File: src/rtl/perf_counter_multi.sv
// perf_counter_multi
//   Multi-section performance counter exposed as an Avalon-MM slave.
//   Software brackets code regions with GO/STOP writes. Each section keeps:
//     - total active time
//     - GO event count
//     - last and maximum interval length
//     - sticky overflow flags
//   A global block provides CLEAR, freeze and identification registers.
//
// Ports
//   clk        in   clock
//   reset_n    in   asynchronous active-low reset
//   address    in   word address: [ADDR_WIDTH-1:3] block, [2:0] offset
//   read       in   one-cycle read strobe (no waitrequest)
//   write      in   one-cycle write strobe (no waitrequest)
//   writedata  in   32-bit write data
//   readdata   out  registered read data, valid one cycle after read
//
// Section register map (offset: read / write)
//   0: time[31:0], also latches time[TW-1:32] into hi_shadow / STOP
//   1: hi_shadow                                             / GO
//   2: event count
//   3: last interval
//   4: max interval
//   5: {evt_ovf, time_ovf, running}
//
// Global block (block index NUM_SECTIONS) register map
//   0: write {freeze, clear}; read {freeze, 0}
//   1: NUM_SECTIONS
//   2: TIME_WIDTH
module perf_counter_multi #(
  parameter int NUM_SECTIONS = 4,
  parameter int TIME_WIDTH   = 64,
  parameter int EVT_WIDTH    = 32,
  parameter int SATURATE     = 0,
  localparam int ADDR_WIDTH  = $clog2(NUM_SECTIONS + 1) + 3
) (
  input  logic                  clk,
  input  logic                  reset_n,
  input  logic [ADDR_WIDTH-1:0] address,
  input  logic                  read,
  input  logic                  write,
  input  logic [31:0]           writedata,
  output logic [31:0]           readdata
);

  localparam int BLK_W = ADDR_WIDTH - 3;

  logic [BLK_W-1:0] blk;
  logic [2:0]       off;
  assign blk = address[ADDR_WIDTH-1:3];
  assign off = address[2:0];

  // Only bits [1:0] of writedata carry meaning.
  logic unused_wdata;
  assign unused_wdata = ^writedata[31:2];

  logic glb_wr;
  logic clear;
  logic freeze_q, freeze_d;

  assign glb_wr = write && (int'(blk) == NUM_SECTIONS) && (off == 3'd0);
  assign clear  = glb_wr & writedata[0];

  always_comb begin
    freeze_d = glb_wr ? writedata[1] : freeze_q;
  end

  // Per-section values gathered for the read mux.
  logic [31:0]          time_lo_rd [NUM_SECTIONS];
  logic [31:0]          hi_rd      [NUM_SECTIONS];
  logic [EVT_WIDTH-1:0] evt_rd     [NUM_SECTIONS];
  logic [31:0]          last_rd    [NUM_SECTIONS];
  logic [31:0]          max_rd     [NUM_SECTIONS];
  logic [2:0]           stat_rd    [NUM_SECTIONS];

  genvar gi;
  generate
    for (gi = 0; gi < NUM_SECTIONS; gi++) begin : g_sec
      logic [TIME_WIDTH-1:0] time_q, time_d;
      logic [EVT_WIDTH-1:0]  evt_q, evt_d;
      logic [31:0]           ival_q, ival_d, ival_now;
      logic [31:0]           last_q, last_d, max_q, max_d, hi_q, hi_d;
      logic                  run_q, run_d, tovf_q, tovf_d, eovf_q, eovf_d;
      logic                  sel, go, stop, inc;

      assign sel  = (int'(blk) == gi);
      assign go   = write & sel & (off == 3'd1);
      assign stop = write & sel & (off == 3'd0);
      // Counting uses the pre-edge running/freeze state, so the STOP edge
      // still counts and the GO edge does not.
      assign inc  = run_q & ~freeze_q;

      always_comb begin
        time_d   = time_q;
        evt_d    = evt_q;
        ival_d   = ival_q;
        ival_now = ival_q;
        last_d   = last_q;
        max_d    = max_q;
        hi_d     = hi_q;
        run_d    = run_q;
        tovf_d   = tovf_q;
        eovf_d   = eovf_q;

        if (inc) begin
          if (SATURATE != 0) begin
            if (!(&time_q)) time_d = time_q + TIME_WIDTH'(1);
            if (&time_d) tovf_d = 1'b1;
          end else begin
            time_d = time_q + TIME_WIDTH'(1);
            if (&time_q) tovf_d = 1'b1;
          end
          // The interval always saturates regardless of SATURATE.
          if (!(&ival_q)) ival_now = ival_q + 32'd1;
        end
        ival_d = ival_now;

        if (go) begin
          if (!freeze_q) begin
            if (SATURATE != 0) begin
              if (!(&evt_q)) evt_d = evt_q + EVT_WIDTH'(1);
              if (&evt_d) eovf_d = 1'b1;
            end else begin
              evt_d = evt_q + EVT_WIDTH'(1);
              if (&evt_q) eovf_d = 1'b1;
            end
          end
          // A GO while already running only counts as an event.
          if (!run_q) begin
            run_d  = 1'b1;
            ival_d = '0;
          end
        end

        // The captured interval includes this edge's increment.
        if (stop && run_q) begin
          run_d  = 1'b0;
          last_d = ival_now;
          if (ival_now > max_q) max_d = ival_now;
        end

        if (read && sel && (off == 3'd0)) hi_d = 32'(time_q[TIME_WIDTH-1:32]);

        if (clear) begin
          time_d = '0;
          evt_d  = '0;
          ival_d = '0;
          last_d = '0;
          max_d  = '0;
          hi_d   = '0;
          run_d  = 1'b0;
          tovf_d = 1'b0;
          eovf_d = 1'b0;
        end
      end

      always_ff @(posedge clk or negedge reset_n) begin
        if (!reset_n) begin
          time_q <= '0;
          evt_q  <= '0;
          ival_q <= '0;
          last_q <= '0;
          max_q  <= '0;
          hi_q   <= '0;
          run_q  <= 1'b0;
          tovf_q <= 1'b0;
          eovf_q <= 1'b0;
        end else begin
          time_q <= time_d;
          evt_q  <= evt_d;
          ival_q <= ival_d;
          last_q <= last_d;
          max_q  <= max_d;
          hi_q   <= hi_d;
          run_q  <= run_d;
          tovf_q <= tovf_d;
          eovf_q <= eovf_d;
        end
      end

      assign time_lo_rd[gi] = time_q[31:0];
      assign hi_rd[gi]      = hi_q;
      assign evt_rd[gi]     = evt_q;
      assign last_rd[gi]    = last_q;
      assign max_rd[gi]     = max_q;
      assign stat_rd[gi]    = {eovf_q, tovf_q, run_q};
    end
  endgenerate

  logic [31:0] rd_val;
  logic [31:0] readdata_q, readdata_d;

  always_comb begin
    rd_val = '0;
    if (int'(blk) == NUM_SECTIONS) begin
      case (off)
        3'd0:    rd_val = {30'b0, freeze_q, 1'b0};
        3'd1:    rd_val = 32'(NUM_SECTIONS);
        3'd2:    rd_val = 32'(TIME_WIDTH);
        default: rd_val = '0;
      endcase
    end
    for (int i = 0; i < NUM_SECTIONS; i++) begin
      if (int'(blk) == i) begin
        case (off)
          3'd0:    rd_val = time_lo_rd[i];
          3'd1:    rd_val = hi_rd[i];
          3'd2:    rd_val = 32'(evt_rd[i]);
          3'd3:    rd_val = last_rd[i];
          3'd4:    rd_val = max_rd[i];
          3'd5:    rd_val = {29'b0, stat_rd[i]};
          default: rd_val = '0;
        endcase
      end
    end
    readdata_d = read ? rd_val : readdata_q;
  end

  always_ff @(posedge clk or negedge reset_n) begin
    if (!reset_n) begin
      freeze_q   <= 1'b0;
      readdata_q <= '0;
    end else begin
      freeze_q   <= freeze_d;
      readdata_q <= readdata_d;
    end
  end

  assign readdata = readdata_q;

endmodule
File: config.mk
export PLATFORM = sky130hd
export DESIGN_NAME = perf_counter_multi
export DESIGN_NICKNAME = d
export VERILOG_FILES = /design/src/rtl/perf_counter_multi.sv
export SDC_FILE = /design/constraint.sdc
export NUM_CORES = 2
export LEC_CHECK = 0
export CAP_MARGIN = 20
export CORE_MARGIN = 1.5
export CORE_UTILIZATION = 25
export CTS_CLUSTER_SIZE = 8
export DETAILED_ROUTE_END_ITERATION = 10
export PLACE_DENSITY = 0.42
export SYNTH_ARGS = -nofsm -noshare
export SYNTH_HDL_FRONTEND = slang
export SYNTH_SLANG_ARGS = --single-unit
File: constraint.sdc
create_clock -name clk -period 9.94 [get_ports clk]
set_input_delay 1.491 -clock clk [delete_from_list [all_inputs] [get_ports clk]]
set_output_delay 1.491 -clock clk [all_outputs]
set_load 0.03 [all_outputs]
==> results.py <==
metrics = {
    "outcome": {
        "status": "completed",
    },
    "floorplanning": {
        "core_um2": 207000,
        "rows": 167,
        "initial_core_util_pct": 25.2,
        "design.die.area_um2": 212000,
        "io_pins": 74,
        "die_h_um": 460,
        "die-width_um": 460,
    },
    "sta": {
        "grt_setup_unrepaired": "no",
        "final_hold_viol_count": 0,
        "fin_crit_sh_pct": 56.6,
        "setup_viol": 0,
        "timing.setup.tns_ns": 0,
        "setup_ws_ns": 4.32,
        "timing.fmax_ghz": 0.178,
        "relSlewSlack_pct": 18.4,
        "maxSlewViolCount": 0,
        "min_period_ns": 5.62,
        "worst_pin_slew_ns": 1.21,
        "finClkSkew_ns": 0.0305,
    },
    "clock_network": {
        "clkLatencyLatePin_ns": 0.78,
        "cts.sinks": 941,
        "cts_buffers": 136,
        "cts_resized": 0,
        "postCtsSetupBuffers": 0,
        "clk_pin_slew_worst_paths_ns": 0.05,
        "clockBufferDepth": 3,
        "cts_tree": "yes",
        "hold_buffers": 0,
        "htreeDepth": 4,
        "clock-root-buffer": "clkbuf_16",
    },
    "logic_synthesis": {
        "yosysUniqueCellTypes": 87,
        "syn_area_per_cell_um2": 8.97,
        "synth_top_area_share_pct": 45.1,
        "ys.flop_type": "dfrtp_1",
        "synth_edf_count": 0,
        "syn-cell-area_um2": 52200,
        "postSynthCellCount": 5821,
        "synth_area_leaders": "dfrtp_1, nor2_1, nand2_1",
        "synth_top_area_cell": "dfrtp_1",
        "ys_async_sr_fraction_pct": 100,
        "syn-num-nets": 6003,
        "ys_seq_area_share_pct": 45.1,
        "yosys_warnings": 0,
        "ys_ff_latch": 941,
    },
    "grt": {
        "grt_busiest_layer": "met2",
        "grt_use_met1_pct": 24.5,
        "grt_pass1_vias": 42600,
        "use_met2_pct": 28.2,
        "overflow": 0,
        "grt_first_pass_wirelength_um": 285000,
        "use_met3_pct": 2.91,
        "grt_usage_pct": 17.7,
        "grt_max_degree": 182,
        "antenna_found_initial": 3,
    },
    "pwr": {
        "vdd_drop_max_mv": 0.150,
        "total_power_w": 0.0123,
        "p_leak_nw": 23.3,
        "p_per_area_nw_per_um2": 207,
    },
    "worst_setup_path": {
        "cp_max_fo": 24,
        "cp_slowest_cell": "nor3_1",
        "arrival_ns": 6.31,
        "worstPathBufferInverterCount": 2,
        "crit_chain": "ha_1 -> nand4_1 -> nor3_1 -> o21ai_0 -> o21a_1 -> nor2_1 -> inv_1 -> ha_1 -> nand4_1 -> nor4_1 -> nand2_1 -> o2bb2ai_4 -> buf_4 -> mux2i_1",
        "max_stage_delay_ns": 0.84,
        "start_kind": "register",
        "required_ns": 10.63,
        "critical_path_class": "register to register",
        "cp-end-kind": "register",
        "crit_family": "simple AND/OR/NAND/NOR gates",
    },
    "cells_and_area": {
        "stdcell_count": 8555,
        "drive_above_1_share_pct": 6.30,
        "area_growth_pct": 13.7,
        "nets": 5925,
    },
    "place": {
        "gp_congestion": 0.844,
        "post-place-ws_ns": 4.06,
        "placed_cells": 8387,
        "numPortBuffers": 43,
        "dp_hpwl_um": 131000,
    },
    "routing": {
        "wirelength_um": 189000,
        "wl_per_cell_um": 22.1,
        "via_per_inst": 5.08,
        "ant_nets": 0,
        "vias": 43500,
        "route.detailed.drc": 0,
        "drt_iter0_markers": 3599,
        "drt_pass1_iterations": 7,
    },
    "job": {
        "cap_violations": 0,
    },
    "hold_path": {
        "hp-class": "register to register",
    },
}
tightest hold or removal path, cell delays in order (launching register included):
cell and delay [ns]:
dfrtp_1 0.34, nand2_1 0.05, o21ai_0 0.06
layer usage:
layer / share of wire, % / routed length, µm / up-vias
met5: 0.0079 / 15 / -
met4: 2.9 / 5490 / 2
met3: 4.9 / 9220 / 246
met2: 46 / 87000 / 1022
met1: 46 / 87000 / 21800
li1: - / - / 20400
placed cells by master (no fill, tap or decap), types with 13 or more instances in the layout:
master and count:
nand4_1 173, clkdlybuf4s50_1 38, a31oi_1 36, nor2b_1 17, mux2i_1 157, a22oi_1 133
o211ai_1 33, a221oi_1 31, o2bb2ai_1 17, a21o_1 24, o31ai_1 13, clkbuf_16 143
nor3_1 139, nand2b_1 30, inv_1 333, and4_1 69, xor2_1 163, nor4_1 107
nand3_1 201, and3_1 82, dfrtp_1 941, or4_1 35, nor2_1 702, a211oi_1 187
or3_1 54, ha_1 140, o2111ai_1 16, o21ai_0 130, and2_1 36, xnor2_1 206
nor3b_1 14, o221ai_1 25, buf_4 100, a21oi_1 357, nand2_1 625
state kept, by name, indices dropped and copies added (netlist names):
signal,flops
g_sec.last_q,128
g_sec.run_q,4
g_sec.hi_q,128
g_sec.time_q,256
g_sec.max_q,128
g_sec.evt_q,128
g_sec.ival_q,128
g_sec.eovf_q,4
freeze_q,1
g_sec.tovf_q,4
readdata,32
cells in the mapped netlist (19+ instances only):
cell type / instances
or3_1: 54
dfrtp_1: 941
nand4_1: 173
or4_1: 35
nand2_1: 625
a221oi_1: 31
nor4_1: 108
and2_1: 36
nand3_1: 202
o221ai_1: 25
nor2_1: 709
clkbuf_1: 232
and3_1: 86
a21o_1: 24
nor2b_1: 19
a211oi_1: 188
buf_1: 21
a21oi_1: 358
ha_1: 140
inv_1: 333
a31oi_1: 36
xnor2_1: 206
and4_1: 70
a22oi_1: 133
nor3_1: 142
xor2_1: 163
o21ai_0: 132
nand2b_1: 30
mux2i_1: 157
o211ai_1: 33
buf_2: 110
area by class of cell:
| cell class | instances | area, µm² |
|---|---|---|
| flip-flops and latches | 941 | 23500 |
| fillers | 22100 | 148000 |
| well taps | 2788 | 3490 |
| diodes | 2 | 5.00 |
| repair buffers | 151 | 1320 |
| clock buffers | 152 | 3630 |
| multi-input cells | 4178 | 26100 |
| inverters | 335 | 1260 |
| clock inverters | 8 | 85.1 |
cell families (layout without fill, tap and decap cells):
family | count (synthesis) | after routing | share of synthesized area (%)
simple gates | 2350 | 2350 | 21.8
other cells | 0 | 2 | 0
flops | 941 | 941 | 45.1
xor+xnor | 369 | 369 | 6.19
fa+ha+maj | 140 | 140 | 3.35
buf+inv | 702 | 646 | 5.35
compound gates | 1138 | 1138 | 14.5
mux | 181 | 181 | 3.78
per-stage QoR:
step	hold WS, ns	area (µm²)	util (%)
6_report	0.484	59400	28.7
5_1_grt	0.519	59400	28.7
2_1_floorplan	0.443	52200	-
3_5_place_dp	0.479	55600	26.8
3_3_place_gp	0.472	55600	26.8
4_1_cts	0.492	59300	28.6
path summary, 6_finish.rpt:
kind                            cells past startpoint                            start                               to  slack, ns
worst max-delay path                               14     g_sec[3].ival_q[0]$_DFF_PN0_    g_sec[3].max_q[9]$_DFFE_PN0P_       4.32
worst min-delay path                                2  g_sec[3].last_q[12]$_DFFE_PN0N_  g_sec[3].last_q[12]$_DFFE_PN0N_       0.48
worst max register to register                     14     g_sec[3].ival_q[0]$_DFF_PN0_    g_sec[3].max_q[9]$_DFFE_PN0P_       4.32
worst min register to register                      2  g_sec[3].last_q[12]$_DFFE_PN0N_  g_sec[3].last_q[12]$_DFFE_PN0N_       0.48
max in group asynchronous                           3                          reset_n  g_sec[1].time_q[52]$_DFFE_PN0P_       6.99
min in group asynchronous                           1                          reset_n    g_sec[2].ival_q[29]$_DFF_PN0_       0.78
report_power, final:
group          switching [W]  leakage [nW]  internal (W)
Combinational        0.00171          9.78       0.00105
Sequential          0.000763          11.7       0.00446
Clock                0.00177          1.83       0.00254
Note: power is estimated with default switching activity, not from simulation.
